$ cat config.mk
export PLATFORM = sky130hd
export DESIGN_NAME = uart_loader_flat
export DESIGN_NICKNAME = d
export VERILOG_FILES = /design/src/rtl/uart_loader_pkg.sv /design/src/rtl/uart_loader_if.sv /design/src/rtl/uart_loader_byte_packer.sv /design/src/rtl/uart_loader.sv /design/src/flat_wrapper.sv
export SDC_FILE = /design/constraint.sdc
export NUM_CORES = 1
export LEC_CHECK = 0
export ABC_AREA = 1
export CORE_MARGIN = 2
export CORE_UTILIZATION = 45
export DETAILED_ROUTE_END_ITERATION = 6
export PLACE_DENSITY = 0.68
export RECOVER_POWER = 50
export SYNTH_ARGS = -nofsm -noshare
export SYNTH_HDL_FRONTEND = slang
export SYNTH_SLANG_ARGS = --single-unit
$ cat constraint.sdc
create_clock -name clk -period 2.1 [get_ports clk]
set_clock_uncertainty 0.05 [all_clocks]
set_input_delay 0.42 -clock clk [delete_from_list [all_inputs] [get_ports clk]]
set_output_delay 0.42 -clock clk [all_outputs]
set_load 0.02 [all_outputs]
$ cat src/rtl/uart_loader_pkg.sv
// Shared types and constants for the UART program loader.
package uart_loader_pkg;

  typedef enum logic [1:0] {
    S_IDLE,
    S_COUNT,
    S_DATA,
    S_DONE
  } loader_state_t;

  localparam logic [7:0] SYNC_BYTE  = 8'hA5;
  localparam int         WORD_BYTES = 4;

endpackage

$ cat src/rtl/uart_loader_if.sv
// Byte stream from the UART receiver, instruction-memory write port and
// load status, bundled between the loader (master) and its surroundings.
interface uart_loader_if #(
  parameter int ADDR_WIDTH = 12
);

  logic [7:0]            rx_byte;
  logic                  rx_byte_valid;
  logic                  imem_we;
  logic [ADDR_WIDTH-1:0] imem_addr;
  logic [31:0]           imem_wdata;
  logic                  load_active;
  logic                  load_done;
  logic                  load_error;

  modport master (
    input  rx_byte, rx_byte_valid,
    output imem_we, imem_addr, imem_wdata, load_active, load_done, load_error
  );

  modport slave (
    output rx_byte, rx_byte_valid,
    input  imem_we, imem_addr, imem_wdata, load_active, load_done, load_error
  );

endinterface

$ cat src/rtl/uart_loader_byte_packer.sv
// Little-endian byte-to-word assembler shared by the count and data phases.
// word/word_ready are combinational so the caller can register the finished
// word on the same edge that accepts its last byte.
module uart_loader_byte_packer
  import uart_loader_pkg::*;
(
  input  logic        clk,
  input  logic        rst_n,
  input  logic        clear,
  input  logic        byte_valid,
  input  logic [7:0]  byte_in,
  output logic [31:0] word,
  output logic        word_ready
);

  localparam int IDX_W = $clog2(WORD_BYTES);
  localparam int LOW_W = 8 * (WORD_BYTES - 1);

  logic [IDX_W-1:0] byte_idx;
  logic [LOW_W-1:0] low_bytes;

  assign word_ready = byte_valid && !clear && (byte_idx == IDX_W'(WORD_BYTES - 1));
  assign word       = {byte_in, low_bytes};

  // Shift each byte in from the top so byte 0 ends up least significant.
  always_ff @(posedge clk) begin
    if (!rst_n) begin
      byte_idx  <= '0;
      low_bytes <= '0;
    end else if (clear) begin
      byte_idx  <= '0;
    end else if (byte_valid) begin
      low_bytes <= {byte_in, low_bytes[LOW_W-1:8]};
      byte_idx  <= byte_idx + IDX_W'(1);
    end
  end

endmodule

$ cat src/rtl/uart_loader.sv
// Program loader: waits for the sync byte, reads a 32-bit word count and
// then writes that many little-endian words to consecutive imem addresses.
// A bad count or an inter-byte gap that reaches the timeout aborts the load
// with a sticky error, which is cleared by the next accepted sync byte.
module uart_loader
  import uart_loader_pkg::*;
#(
  parameter int ADDR_WIDTH   = 12,
  parameter int TIMEOUT_CLKS = 1_000_000
) (
  input  logic          clk,
  input  logic          rst_n,
  uart_loader_if.master bus
);

  localparam int                IDX_W     = ADDR_WIDTH - 2;
  localparam logic [32:0]       MAX_WORDS = 33'd1 << IDX_W;
  localparam int                GAP_W     = (TIMEOUT_CLKS > 1) ? $clog2(TIMEOUT_CLKS) : 1;
  localparam logic [GAP_W-1:0]  GAP_LAST  = GAP_W'(TIMEOUT_CLKS - 1);

  loader_state_t         state_q, state_d;
  logic [31:0]           count_q, count_d;
  logic [IDX_W-1:0]      idx_q, idx_d;
  logic [GAP_W-1:0]      gap_q, gap_d;

  logic                  we_d;
  logic [ADDR_WIDTH-1:0] addr_d;
  logic [31:0]           wdata_d;
  logic                  active_d;
  logic                  done_d;
  logic                  err_d;

  logic                  in_frame;
  logic                  timeout;
  logic                  count_bad;
  logic                  last_word;
  logic                  pk_clear;
  logic                  pk_valid;
  logic                  pk_ready;
  logic [31:0]           pk_word;

  // The packer only sees bytes while a frame is being parsed; it is held
  // cleared otherwise so every frame starts on byte 0.
  assign in_frame  = (state_q == S_COUNT) || (state_q == S_DATA);
  assign pk_clear  = !in_frame;
  assign pk_valid  = bus.rx_byte_valid && in_frame;
  // A byte arriving on the terminal gap cycle takes priority over the timeout.
  assign timeout   = in_frame && !bus.rx_byte_valid && (gap_q == GAP_LAST);
  // Range check on the full 32-bit count so large values cannot alias.
  assign count_bad = (pk_word == 32'd0) || ({1'b0, pk_word} > MAX_WORDS);
  assign last_word = (32'(idx_q) == (count_q - 32'd1));

  uart_loader_byte_packer u_packer (
    .clk        (clk),
    .rst_n      (rst_n),
    .clear      (pk_clear),
    .byte_valid (pk_valid),
    .byte_in    (bus.rx_byte),
    .word       (pk_word),
    .word_ready (pk_ready)
  );

  // Next-state and next-output logic; every output is registered below.
  always_comb begin
    state_d = state_q;
    count_d = count_q;
    idx_d   = idx_q;
    gap_d   = '0;
    we_d    = 1'b0;
    addr_d  = bus.imem_addr;
    wdata_d = bus.imem_wdata;
    done_d  = 1'b0;
    err_d   = bus.load_error;

    if (in_frame && !bus.rx_byte_valid) begin
      gap_d = gap_q + GAP_W'(1);
    end

    case (state_q)
      S_IDLE: begin
        if (bus.rx_byte_valid && (bus.rx_byte == SYNC_BYTE)) begin
          state_d = S_COUNT;
          err_d   = 1'b0;
          idx_d   = '0;
        end
      end
      S_COUNT: begin
        if (timeout) begin
          state_d = S_IDLE;
          err_d   = 1'b1;
        end else if (pk_ready) begin
          count_d = pk_word;
          if (count_bad) begin
            state_d = S_IDLE;
            err_d   = 1'b1;
          end else begin
            state_d = S_DATA;
          end
        end
      end
      S_DATA: begin
        if (timeout) begin
          state_d = S_IDLE;
          err_d   = 1'b1;
        end else if (pk_ready) begin
          we_d    = 1'b1;
          addr_d  = {idx_q, 2'b00};
          wdata_d = pk_word;
          idx_d   = idx_q + IDX_W'(1);
          if (last_word) begin
            state_d = S_DONE;
          end
        end
      end
      S_DONE: begin
        if (bus.load_done) begin
          state_d = S_IDLE;
        end else begin
          done_d  = 1'b1;
        end
      end
      default: state_d = S_IDLE;
    endcase

    active_d = (state_d != S_IDLE);
  end

  // State, counters and output registers with synchronous active-low reset.
  always_ff @(posedge clk) begin
    if (!rst_n) begin
      state_q         <= S_IDLE;
      count_q         <= '0;
      idx_q           <= '0;
      gap_q           <= '0;
      bus.imem_we     <= 1'b0;
      bus.imem_addr   <= '0;
      bus.imem_wdata  <= '0;
      bus.load_active <= 1'b0;
      bus.load_done   <= 1'b0;
      bus.load_error  <= 1'b0;
    end else begin
      state_q         <= state_d;
      count_q         <= count_d;
      idx_q           <= idx_d;
      gap_q           <= gap_d;
      bus.imem_we     <= we_d;
      bus.imem_addr   <= addr_d;
      bus.imem_wdata  <= wdata_d;
      bus.load_active <= active_d;
      bus.load_done   <= done_d;
      bus.load_error  <= err_d;
    end
  end

endmodule

$ cat src/flat_wrapper.sv
// flat-port wrapper written by rule: the top's interface ports become plain ports
module uart_loader_flat import uart_loader_pkg::*;
#(
  parameter int ADDR_WIDTH   = 12,
  parameter int TIMEOUT_CLKS = 1_000_000
)
  (clk, rst_n, bus_rx_byte, bus_rx_byte_valid, bus_imem_we, bus_imem_addr, bus_imem_wdata, bus_load_active, bus_load_done, bus_load_error);
  uart_loader_if #(.ADDR_WIDTH(ADDR_WIDTH)) bus_i ();
  input  logic clk;
  input  logic rst_n;
  input wire logic [$bits(bus_i.rx_byte)-1:0] bus_rx_byte;
  input wire logic [$bits(bus_i.rx_byte_valid)-1:0] bus_rx_byte_valid;
  output wire logic [$bits(bus_i.imem_we)-1:0] bus_imem_we;
  output wire logic [$bits(bus_i.imem_addr)-1:0] bus_imem_addr;
  output wire logic [$bits(bus_i.imem_wdata)-1:0] bus_imem_wdata;
  output wire logic [$bits(bus_i.load_active)-1:0] bus_load_active;
  output wire logic [$bits(bus_i.load_done)-1:0] bus_load_done;
  output wire logic [$bits(bus_i.load_error)-1:0] bus_load_error;
  assign bus_i.rx_byte = bus_rx_byte;
  assign bus_i.rx_byte_valid = bus_rx_byte_valid;
  assign bus_imem_we = bus_i.imem_we;
  assign bus_imem_addr = bus_i.imem_addr;
  assign bus_imem_wdata = bus_i.imem_wdata;
  assign bus_load_active = bus_i.load_active;
  assign bus_load_done = bus_i.load_done;
  assign bus_load_error = bus_i.load_error;
  uart_loader #(.ADDR_WIDTH(ADDR_WIDTH), .TIMEOUT_CLKS(TIMEOUT_CLKS)) u_core (.clk(clk), .rst_n(rst_n), .bus(bus_i));
endmodule
# Word level (Yosys, flattened, before mapping)
# Index checks and enable logic that the tools add are counted.
totals:
  ff_bits: 136
  inputBits: 11
  out_inout_bits: 48
  word_cells: 77
classes:
  n_addsub: 4
  magnitude_cmp: 1
  eq_ne: 13
  n_mux: 21
  bitwise_logic: 3
  reduce_logical: 23
op_table:
  columns: ["operator", "n"]
  rows:
  - ["10-bit by 32-bit == test with 1-bit output", 1]
  - ["32-bit by 11-bit greater-than comparator with 1-bit output (second input constant)", 1]
  - ["32-bit zero test", 1]
  - ["32-bit by 1-bit subtractor with 32-bit output (second input constant)", 1]
  - ["10-bit two-way mux", 3]
  - ["20-bit by 1-bit adder with 20-bit output (second input constant)", 1]
  - ["20-bit == test (second input constant)", 1]
  - ["10-bit case mux with 2 select lines", 1]
  - ["2-bit two-way mux", 8]
  - ["10-bit by 1-bit adder with 10-bit output (second input constant)", 1]
  - ["8-bit == test (second input constant)", 1]
  - ["2-bit case mux with 4 select lines", 1]
  - ["2-bit AND reduction", 4]
  - ["1-bit two-way mux", 7]
  - ["2-bit == test (second input constant)", 3]
  - ["1-bit logical AND", 6]
  - ["2-bit by 1-bit != test with 1-bit output (second input constant)", 3]
  - ["3-bit by 1-bit != test with 1-bit output (second input constant)", 2]
  - ["3-bit AND reduction", 2]
  - ["5-bit AND reduction", 1]
  - ["4-bit AND reduction", 1]
  - ["2-bit nonzero test", 2]
  - ["1-bit NOT", 3]
  - ["1-bit case mux with 3 select lines", 1]
  - ["other kinds (8)", 9]

# Logic depth before layout (Yosys ltp)
# Gate-level depths: netlist (run 1).
depth:
  word_depth: 9
  mapped_depth: 21
  mapped_depth_nobuf: 21

# Cells and area by module
# A second synthesis (run 1) with hierarchy kept.
hier_totals:
  cells_unflattened: 973
  area_unflattened_um2: 6735.2
modules_own_cells:
  columns: ["module", "n_inst", "cells_each", "area_each_um2", "seq_area_each_um2"]
  rows:
  - ["uart_loader", 1, 798, 5545.3, 2202.1]
  - ["uart_loader_byte_packer", 1, 175, 1189.9, 520.5]

# Worst setup path before layout (run 1)
# Ideal clock, no wire load.
synth_timing:
  path_kind: "reg-to-reg"
  startpoint: "register u_core.state_q[1]"
  endpoint: "register u_core.idx_q[9]"
  setup_ns: 0.071
  t_arrival_ns: 2.145
  required_ns: 1.979
  setup_slack_ns: -0.166
  stages_incl_launch_ff: 16
  path_buffers: 0
  synth_period_minus_slack_ns: 2.266
  path_cell_list: "dfxtp_1 -> inv_1 -> ha_1 -> nand2_2 -> nor2_4 -> inv_2 -> nor2_8 -> inv_2 -> a21oi_4 -> nand2_2 -> nor3_4 -> nand3_1 -> inv_2 -> nand2_1 -> or2_0 -> a21oi_1"
synth_between:
  elab_chain_len: 7
  word_cells_on_any_way: 15
  classes_between: "5 x eq/ne; 1 x mux; 9 x reduce/logical"
synth_rtl:
  columns: ["item", "line_no", "source"]
  rows:
  - ["start: declaration", "uart_loader.sv:21", "loader_state_t state_q, state_d;"]
  - ["start signal: assignment", "uart_loader.sv:142", "state_q <= state_d;"]
  - ["2-bit by 1-bit == test with 1-bit output or 2-bit == test (tied branches)", "uart_loader.sv:44, uart_loader.sv:79", null]
  - ["1-bit logical OR", "uart_loader.sv:44", "assign in_frame = (state_q == S_COUNT) || (state_q == S_DATA);"]
  - ["1-bit logical AND", "uart_loader.sv:46", "assign pk_valid = bus.rx_byte_valid && in_frame;"]
  - ["1-bit logical AND (2 in series)", "uart_loader_byte_packer.sv:22", "assign word_ready = byte_valid && !clear && (byte_idx == IDX_W'(WORD_BYTES - 1));"]
  - ["2-bit by 1-bit != test with 1-bit output (no source line)", null, null]
  - ["4-bit AND reduction (no source line)", null, null]
  - ["end signal: assignment", "uart_loader.sv:144", "idx_q <= idx_d;"]
  - ["end: declaration", "uart_loader.sv:23", "logic [IDX_W-1:0] idx_q, idx_d;"]
# Several ways; a longest one is shown, not always the timed one.
# A chain may end at the register's enable or synchronous reset.

# Worst setup path after layout (run 1)
layout_timing:
  startpoint: "input bus_rx_byte_valid"
  endpoint: "register u_core.idx_q[9]"
layout_between:
  elab_chain_len: 5
  word_cells_on_any_way: 11
  classes_between: "3 x eq/ne; 8 x reduce/logical"
layout_rtl:
  columns: ["item", "line_no", "source"]
  rows:
  - ["start: declaration", "flat_wrapper.sv:12", "input wire logic [$bits(bus_i.rx_byte_valid)-1:0] bus_rx_byte_valid;"]
  - ["1-bit zero test or 1-bit logical AND (tied branches)", "uart_loader.sv:48, uart_loader.sv:46", null]
  - ["1-bit logical AND, on equally long branches (2 in series)", "uart_loader.sv:48, uart_loader_byte_packer.sv:22", null]
  - ["2-bit != test (no source line) or 2-bit by 1-bit != test with 1-bit output (tied branches)", null, null]
  - ["4-bit AND reduction (no source line) *", null, null]
# Every way passes the cells marked *; elsewhere a longest branch is shown, timed or not.

==> results of run 1 <==
## how the worst max path moves through the flow
stage	from	to	slack (ns)	cells past startpoint
global route	u_core.count_q[0]$_SDFFE_PN0P_	u_core.state_q[1]$_SDFF_PN0_	-0.23	21
CTS	u_core.state_q[1]$_SDFF_PN0_	u_core.idx_q[9]$_SDFFE_PN0P_	-0.002	15
detailed placement	bus_rx_byte[4]	u_core.idx_q[9]$_SDFFE_PN0P_	-0.45	14
floorplan	u_core.state_q[1]$_SDFF_PN0_	u_core.idx_q[9]$_SDFFE_PN0P_	-0.02	15
global placement	bus_rx_byte[4]	u_core.idx_q[9]$_SDFFE_PN0P_	-0.39	14
finish	bus_rx_byte_valid	u_core.idx_q[9]$_SDFFE_PN0P_	-0.08	15
## sequential cells by signal (all words and copies together) (netlist names)
register                   cells
u_core.bus.imem_addr          10
u_core.bus.imem_wdata         32
u_core.bus.imem_we             1
u_core.bus.load_active         1
u_core.bus.load_done           1
u_core.bus.load_error          1
u_core.count_q                32
u_core.gap_q                  20
u_core.idx_q                  10
u_core.state_q                 2
u_core.u_packer.byte_idx       2
u_core.u_packer.low_bytes     24
## worst register-to-register path: cells and delay by family, from the launching register on
family / cells / cell delay, ns
AOI/OAI and AO/OA: 2 / 0.26
DFF: 1 / 0.35
adders and majority gates: 1 / 0.27
and+or+nand+nor: 8 / 0.84
buffers and inverters: 5 / 0.34
## routing by layer
layer	up-vias	share of wire	global-route usage
li1	3313	-	-
met1	2922	0.47	0.322
met2	160	0.47	0.364
met3	27	0.044	0.0400
met4	0	0.019	0.0905
met5	-	0	0
## Yosys cell counts
cell and instances:
buf_1 4, nor3b_1 3, ha_1 8, nand2_2 3
or2_0 1, o21bai_1 1, nor2_2 3, a21oi_4 1
xnor2_1 5, nor2_8 1, nand4_1 13, nor3_1 16
clkbuf_1 27, and2_1 1, buf_4 2, nand2_1 163
inv_1 117, o21ai_1 2, a211oi_1 2, dfxtp_1 136
nand3_1 42, or2_2 2, conb_1 1, nor2_1 134
a21oi_1 106, nand3b_1 1, and3_1 1, nor3_4 1
o21ai_0 115, nor2_4 2, nor4_1 3, o21a_1 1
inv_2 6, xor2_1 7
## per-stage QoR
stage | std cells | util | worst slack (ns) | area (um^2)
final | 1270 | 0.632 | -0.0800 | 8740
after global routing | 1270 | 0.632 | -0.229 | 8740
after CTS | 1255 | 0.609 | -0.00174 | 8420
after detailed placement | 1221 | 0.557 | -0.450 | 7700
after global placement | 1221 | 0.557 | -0.392 | 7700
after floorplan | 932 | - | -0.0156 | 6370
## cell families (layout without fill, tap and decap cells)
kind of cell             after synthesis  after routing  synth area share
buffers and inverters                156            314            0.0934
flip-flops                           136            136             0.429
other                                  1              2          0.000591
XOR/XNOR                              12             12            0.0166
AND/OR/NAND/NOR                      390            390             0.262
AO/OA/AOI/OAI                        228            228             0.183
adder cells (fa/ha/maj)                8              8            0.0158
## where the power goes
group / switching [uW] / total [uW] / internal, uW
logic: 175 / 295 / 121
clock network: 1220 / 2990 / 1770
registers: 23.9 / 2630 / 2610
## area by class of cell
type / count / area, um^2
fill: 1191 / 5080
multi-input combinational: 640 / 3310
sequential: 136 / 2740
timing repair buffer: 159 / 1410
inverter: 123 / 472
clock buffer: 17 / 425
tap: 180 / 225
clock inverter: 15 / 168
## repair_timing
| item | in CTS | in global routing |
|---|---|---|
| hold buffers | 0 | 0 |
| gates cloned | 0 | 1 |
| gates resized for setup | 37 | 59 |
| setup buffers | 2 | 14 |
| endpoints found under the setup margin | 6 | 80 |
| pin swaps | 10 | 29 |
==> flow_summary.yaml, run 1 <==
outcome:
  status: "complete, but fails checks"
  violations: "negative setup slack"
grt:
  grt_pass1_vias: 5713
  grt_max_degree: 72
  grt_pass1_wl_mm: 27.6
  grt_antenna_before_repair: 0
  gr-total-overflow: 0
  track_usage: 0.233
logic_synthesis:
  synth_area_leader_cell: "dfxtp_1"
  synth_top_area_frac: 0.429
  synthTopCellsByArea: "dfxtp_1 43%, nand2_1 9.6%, o21ai_0 9.1%"
  syn_inst: 931
  syn_avg_cell_area_um2: 6.82
  synth.distinct_cells: 34
  synth-seq-cells: 136
  synth_area_um2: 6350
  ys.warnings.count: 0
  synth.yosys.seq_area_share: 0.429
sta:
  hold_viol: 0
  period_share: 1.04
  setup_slack_ns: -0.0800
  period_minus_slack_ns: 2.18
  fin_setup_tns_ns: -0.174
  setup_violations: 5
  rsz0062_at_grt: "true"
  hold-worst-slack_ns: 0.284
  slew_violations: 0
  max_freq_mhz: 459
power_and_ir_drop:
  pwr_density_cell_nw_per_um2: 677
  report.power.total_uw: 5920
  peakVddDrop_v: 0.000624
  leakage_uw: 0.00395
placed_design:
  hpwl_mm: 12.2
  routabilityCongestion: 0.934
  port_buffers: 56
worst_hold_path:
  min_to: "u_core.bus.imem_wdata[1]$_SDFFE_PN0P_"
  hold_depth: 3
  min-delay-start: "rst_n"
  hp-class: "input port to flip-flop"
setup_path:
  endpoint_kind: "flip-flop"
  reg2reg_depth: 16
  cp_num_buf_inv: 5
  r2r-end: "u_core.idx_q[9]$_SDFFE_PN0P_"
  critPathMaxStageDelay_ns: 0.63
  reg2reg_from: "u_core.state_q[1]$_SDFF_PN0_"
  arrival_ns: 2.48
  crit_slowest_cell: "clkdlybuf4s50_1"
  path_delay_family: "buffers and inverters"
  path_cells: "clkdlybuf4s50_1, nand2_4, nor2_4, buf_6, inv_4, nor2_8, inv_4, a21oi_4, nand2_2, nor3_4, nand3_1, inv_2, nand2_2, or2_0, a21oi_1"
  crit_type: "input port to flip-flop"
  r2r_setup_slack_ns: -0.08
  cp_data_required_time_ns: 2.40
  worst-path-max-fanout: 3
  cp-start-kind: "input port"
finish:
  area_growth_pct: 37.7
  nNetsFinal: 1096
  layout-drive-gt1-share: 0.203
  final_common_cell: "nand2_1"
  mostFrequentLayoutCells: "148 x nand2_1, 126 x dfxtp_1, 115 x nor2_1, 112 x inv_1, 110 x o21ai_0"
  diodes: 0
routing:
  wl_per_cell_um: 13.8
  routed_wl_mm: 17.5
  drc_errors: 0
  first_pass_iters: 5
  drtAntennaViolNets: 0
  viasPerCell: 5.06
  drt_iter0_markers: 391
  via_count: 6422
floorplan:
  rows: 43
  pin_count: 59
  fp.dieH_um: 123
  start_util: 0.459
  core_um2: 13800
  die_w_um: 123
  die_area_um2: 15100
clock_network:
  cts_buffers: 17
  cts.sinks: 136
  clockRootBuffer: "clkbuf_16"
  clk_pin_slew_ns: 0.06
  cts.path.max_buffers: 2
  htree_levels: 4
  clock_latency_ns: 0.42
  cts_tree: "yes"
flow_run:
  drv_cap: 0
Power figures use the tool's default switching activity.
==> inputs of run 2 (changes only) <==
CORE_ASPECT_RATIO = 0.7   (was not set)
PLACE_DENSITY = 0.65   (was 0.68)
clock period = 2.06 ns   (was 2.1 ns; I/O delays follow)
==> run 2 against run 1 <==
  * The flow still finishes with violations (negative setup slack)
  * Non-clock buffer count is 32 higher
  * Sequential share of layout area is 1.0 points lower
  * Critical endpoint is now u_core.bus.load_active$_SDFF_PN0_
  * Sequential power is 2% higher
  * Cell count is 3.4% higher
  * Highest routed layer unchanged
  * Via count is 1.4% higher
  * Worst hold slack worse by 0.011 ns
  * Worst setup slack worse by 0.011 ns
  * Clock-buffer cell count is 1 higher
  * Total power is 1.3% higher
  * Die area hardly changed
  * Register-to-register slack hardly changed
==> flow_summary.yaml, run 2 (synthesis gave the netlist of run 1 again) <==
outcome:
  status: "complete, but fails checks"
  violations: "negative setup slack"
sta:
  max_freq_mhz: 465
  hold_viol: 0
  setup_violations: 4
  slew_violations: 0
  setup_slack_ns: -0.0907
  period_share: 1.04
  rsz0062_at_grt: "true"
  period_minus_slack_ns: 2.15
floorplan:
  core_um2: 13900
  die_w_um: 146
  start_util: 0.458
  rows: 36
  fp.dieH_um: 103
  pin_count: 59
  die_area_um2: 15100
power_and_ir_drop:
  swShare: 0.249
  pwr-share-seq: 0.447
  comb_power_share: 0.053
  leakage_uw: 0.00424
  report.power.total_uw: 6000
  peakVddDrop_v: 0.000656
  pwr_density_cell_nw_per_um2: 661
  p_sw_uw: 1490
  p_int_uw: 4500
  pwr-share-clk: 0.501
clock_network:
  clockRootBuffer: "clkbuf_16"
  clk_pin_slew_ns: 0.06
  cts.path.max_buffers: 2
  htree_levels: 4
  cts.sinks: 136
  cts_buffers: 17
  cts_tree: "yes"
  clock_latency_ns: 0.43
setup_path:
  r2r_setup_slack_ns: -0.09
  crit_type: "flip-flop to flip-flop"
  cp-start-kind: "flip-flop"
  arrival_ns: 2.48
  cp_data_required_time_ns: 2.38
  crit_path_start: "u_core.count_q[1]$_SDFFE_PN0P_"
  endpoint_kind: "flip-flop"
  reg2reg_from: "u_core.count_q[1]$_SDFFE_PN0P_"
  worst-path-max-fanout: 5
finish:
  mostFrequentLayoutCells: "148 x nand2_1, 124 x dfxtp_1, 119 x buf_4, 109 x inv_1, 107 x o21ai_0"
  area_growth_pct: 42.9
  postLayoutCoreUtil: 0.654
  final_common_cell: "nand2_1"
  reg.largest.list: "u_core.bus.imem_wdata: 32 flops, u_core.count_q: 32 flops, u_core.u_packer.low_bytes: 24 flops"
  layout-drive-gt1-share: 0.248
  nNetsFinal: 1128
placed_design:
  port_buffers: 56
  hpwl_mm: 13.5
  routabilityCongestion: 0.879
worst_hold_path:
  min-delay-start: "rst_n"
  hp-class: "input port to flip-flop"
flow_run:
  drv_cap: 0
grt:
  gr-total-overflow: 0
  grt_pass1_vias: 5865
  grt_max_degree: 72
  grt_pass1_wl_mm: 30.0
  track_usage: 0.252
  grt_antenna_before_repair: 2
routing:
  viasPerCell: 4.96
  routed_wl_mm: 19.0
  via_count: 6510
  drtAntennaViolNets: 0
  drt_iter0_markers: 552
  drc_errors: 0
  wl_per_cell_um: 14.5
  first_pass_iters: 5
[run 2: cell types whose count changed in the layout (fill, tap and decap cells not counted), moves of 6 or more]
cell             change
nor2_1              -14
dlygate4sd3_1       +31
clkdlybuf4s50_1     -32
nor2_2               +8
buf_6                +7
inv_2                +7
nor2_4               +6
buf_4               +27
[run 2: cell type report]
cell class	instances	area, um^2
clock inverters	14	139
inverters	123	462
fillers	1223	4800
flip-flops and latches	136	2750
repair buffers	191	1630
well taps	190	238
multi-input cells	640	3420
clock buffers	18	439
diodes	1	2.50
[run 2: critical path, cell delays in order (launching register included)]
cell,delay (ns)
dfxtp_2,0.34
inv_2,0.05
ha_4,0.16
buf_6,0.12
inv_2,0.05
nand2_1,0.06
nand3_1,0.09
nand2_2,0.07
nor2_2,0.11
nand2_1,0.07
nor2_2,0.10
nand2_1,0.09
nor2_1,0.09
nand2_1,0.07
nor2_2,0.14
nand2_1,0.07
nand2_1,0.06
nand2_1,0.04
nand2_1,0.05
nand2_1,0.04
nand2_1,0.06
nand2_2,0.05
nand2_1,0.07
[run 2: final timing paths]
check,end,cells after the start
hold reg to reg,u_core.bus.load_error$_SDFFE_PN0P_,2
setup / recovery,u_core.bus.load_active$_SDFF_PN0_,22
hold / removal,u_core.state_q[1]$_SDFF_PN0_,3
setup reg to reg,u_core.bus.load_active$_SDFF_PN0_,22
[run 2: power by group through the flow]
stage | logic, uW | clock network (uW) | registers (uW)
5_1_grt | 349 | 3130 | 2680
4_1_cts | 309 | 3020 | 2680
6_report | 315 | 3000 | 2680
2_1_floorplan | 167 | 0 | 2740
3_3_place_gp | 297 | 0 | 2740
3_5_place_dp | 298 | 0 | 2740
[run 2: timing repair]
action	4_1_cts	5_1_grt
pin swaps	23	33
setup buffers	22	8
endpoints found under the setup margin	36	82
hold buffers	0	0
resized for setup	45	92
[run 2: per-layer routing]
| metal | vias to the layer above | GRT usage | share of wire | wire length (um) |
|---|---|---|---|---|
| met2 | 187 | 0.349 | 0.39 | 7480 |
| met5 | - | 0 | 0 | 0 |
| met3 | 24 | 0.0658 | 0.062 | 1180 |
| met1 | 2931 | 0.379 | 0.53 | 10100 |
| li1 | 3368 | - | - | - |
| met4 | 0 | 0.0792 | 0.014 | 273 |
[run 2: per-stage QoR]
stage          setup WS [ns]  hold WS (ns)  area, um^2  setup TNS [ns]  std cells
3_5_place_dp          -0.464         0.408        7860          -20.63       1252
2_1_floorplan        -0.0556         0.380        6370         -0.0556        932
6_report             -0.0907         0.273        9070          -0.319       1313
3_3_place_gp          -0.440         0.400        7860          -17.21       1252
4_1_cts              -0.0754         0.267        8730          -0.468       1306
5_1_grt               -0.271         0.280        9070           -3.38       1313
==> inputs of run 3 (changes only) <==
DONT_BUFFER_PORTS = 1   (was not set)
PLACE_DENSITY = not set   (was 0.65)
PLACE_DENSITY_LB_ADDON = 0.12   (was not set)
==> run 3 against run 2 <==
  * The run still ends with negative setup slack left
  * Combinational power down 29%
  * Worst hold slack worse by 0.20 ns
  * First-iteration DRC count down 11%
  * Largest cell class unchanged
  * Flip-flop and latch count unchanged
  * Critical endpoint is now u_core.idx_q[9]$_SDFFE_PN0P_
  * Global-route usage up 0.053 points
  * Largest power group unchanged
  * Final area down 8.1%
  * Clock power up 9.0%
==> flow_summary.yaml, run 3 (synthesis gave the netlist of run 1 again) <==
routing:
  drtAntennaViolNets: 0
  via_count: 6246
  drc_errors: 0
  viasPerCell: 5.14
  routed_wl_mm: 18.8
  first_pass_iters: 5
  drt_iter0_markers: 490
  wl_per_cell_um: 15.4
floorplan:
  start_util: 0.458
  core_um2: 13900
  die_w_um: 146
  die_area_um2: 15100
  rows: 36
  pin_count: 59
  fp.dieH_um: 103
finish:
  layout-drive-gt1-share: 0.219
  final_common_cell: "nand2_1"
  multi_input_area_um2: 3390
  reg.largest.list: "u_core.bus.imem_wdata: 32 flops, u_core.count_q: 32 flops, u_core.u_packer.low_bytes: 24 flops"
  nNetsFinal: 1030
  diodes: 0
  finish.instance_area_um2: 8330
  fillCellCount: 1325
  ff_latch_area_um2: 2730
  mostFrequentLayoutCells: "157 x nand2_1, 131 x dfxtp_1, 120 x nor2_1, 111 x inv_1"
  area_growth_pct: 31.3
  fin_cells: 1214
setup_path:
  r2r-end: "u_core.idx_q[9]$_SDFFE_PN0P_"
  path_cells: "inv_2, ha_4, nand2_4, nor2_4, inv_2, nor2_8, inv_2, a21oi_4, nand2_2, nor3_4, nand3_1, inv_2, nand2_1, or2_0, a21oi_1"
  endpoint_kind: "flip-flop"
  crit_slowest_cell: "dfxtp_2"
  crit_type: "flip-flop to flip-flop"
  reg2reg_depth: 15
  worst-path-max-fanout: 4
  critPathMaxStageDelay_ns: 0.33
  r2r_setup_slack_ns: -0.07
  arrival_ns: 2.43
  cp-start-kind: "flip-flop"
  crit_top_cell: "inv_2"
  critPathCapture: "u_core.idx_q[9]$_SDFFE_PN0P_"
  cp_data_required_time_ns: 2.37
  reg2reg_from: "u_core.state_q[0]$_SDFF_PN0_"
  crit_path_start: "u_core.state_q[0]$_SDFF_PN0_"
placed_design:
  port_buffers: 0
  placed_area_um2: 7070
  routabilityCongestion: 0.985
  hpwl_mm: 12.9
  dp.cells: 1164
clock_network:
  htree_levels: 4
  cts_tree: "yes"
  cts_buffers: 17
  cts.sinks: 136
  clock_latency_ns: 0.42
  hold_buffers: 0
  clockRootBuffer: "clkbuf_16"
  clk_pin_slew_ns: 0.07
  cts.path.max_buffers: 2
power_and_ir_drop:
  pwr_density_cell_nw_per_um2: 743
  leakage_uw: 0.00375
  peakVddDrop_v: 0.000720
sta:
  slew_violations: 0
  max_freq_mhz: 470
  period_share: 1.03
  rsz0062_at_grt: "true"
  period_minus_slack_ns: 2.13
  setup_slack_ns: -0.0655
  hold_viol: 0
  hold-worst-slack_ns: 0.0775
  setup_violations: 3
grt:
  gr-total-overflow: 0
  track_usage: 0.252
  grt_max_degree: 105
  grt_pass1_vias: 5693
  grt_antenna_before_repair: 0
  grt_pass1_wl_mm: 29.6
worst_hold_path:
  hp-class: "input port to flip-flop"
outcome:
  violations: "negative setup slack"
  status: "complete, but fails checks"
flow_run:
  drv_cap: 0
==> run 3: cell count changes in the layout (fill, tap and decap cells not counted), moves of 10 or more <==
cell             delta
o21ai_2            +11
clkdlybuf4s50_1    -23
nor2_1             +19
o21ai_0            -23
o21ai_1            +10
a21oi_1            -20
dlygate4sd3_1      -31
nor2_2             -10
a21oi_2            +19
buf_4              -41
==> run 3: critical path, delay by kind of cell (launching register included) <==
kind	cells	cell delay [ns]
AND/OR/NAND/NOR	8	0.88
adder cells (fa/ha/maj)	1	0.27
AO/OA/AOI/OAI	2	0.24
flip-flops	1	0.33
buffers and inverters	4	0.27
==> run 3: stage by stage <==
step | power [uW] | TNS, ns | setup WS [ns] | utilization
final | 6190 | -0.145 | -0.0655 | 0.601
after global routing | 6380 | -4.08 | -0.270 | 0.601
after CTS | 6220 | -1.16 | -0.0782 | 0.577
after detailed placement | 2950 | -1.25 | -0.175 | 0.509
after global placement | 2950 | -0.957 | -0.170 | 0.509
after floorplan | 2900 | -0.0556 | -0.0556 | -
==> run 3: worst min path at each step <==
stage / startpoint / endpoint / slack, ns / cells after the start
floorplan: u_core.gap_q[0]$_SDFF_PN0_ / u_core.gap_q[0]$_SDFF_PN0_ / 0.38 / 1
global placement: u_core.gap_q[17]$_SDFF_PN0_ / u_core.gap_q[17]$_SDFF_PN0_ / 0.40 / 2
detailed placement: u_core.gap_q[17]$_SDFF_PN0_ / u_core.gap_q[17]$_SDFF_PN0_ / 0.41 / 2
CTS: rst_n / u_core.state_q[1]$_SDFF_PN0_ / 0.07 / 2
global route: rst_n / u_core.count_q[22]$_SDFFE_PN0P_ / 0.06 / 2
finish: rst_n / u_core.count_q[13]$_SDFFE_PN0P_ / 0.08 / 2
==> run 3: layout make-up <==
cell class | instances | share of cell area
Timing Repair Buffer | 93 | 0.106
Inverter | 123 | 0.0554
Clock buffer | 17 | 0.0510
Sequential cell | 136 | 0.327
Clock inverter | 15 | 0.0249
Multi-Input combinational cell | 640 | 0.407
Tap cell | 190 | 0.0285
==> run 3: power by group <==
| part | switching [uW] | internal, uW | total, uW | leakage (uW) |
|---|---|---|---|---|
| logic | 134 | 90.2 | 225 | 0.00235 |
| clock network | 1310 | 1960 | 3270 | 0.000304 |
| registers | 30.8 | 2660 | 2690 | 0.00110 |
| total | 1480 | 4710 | 6190 | 0.00375 |
==> run 3: layer usage <==
layer	up-vias	GRT usage	wire, um
met3	17	0.0741	1470
met1	2873	0.368	9450
met5	-	0	0
met2	175	0.361	7650
li1	3181	-	-
met4	0	0.0732	189
==> run 3: what timing repair did <==
| action | CTS | global route |
|---|---|---|
| pin swaps | 9 | 31 |
| endpoints found under the setup margin | 36 | 88 |
| buffers inserted | 7 | 6 |
| cloned | 5 | 2 |
| resized for setup | 45 | 94 |
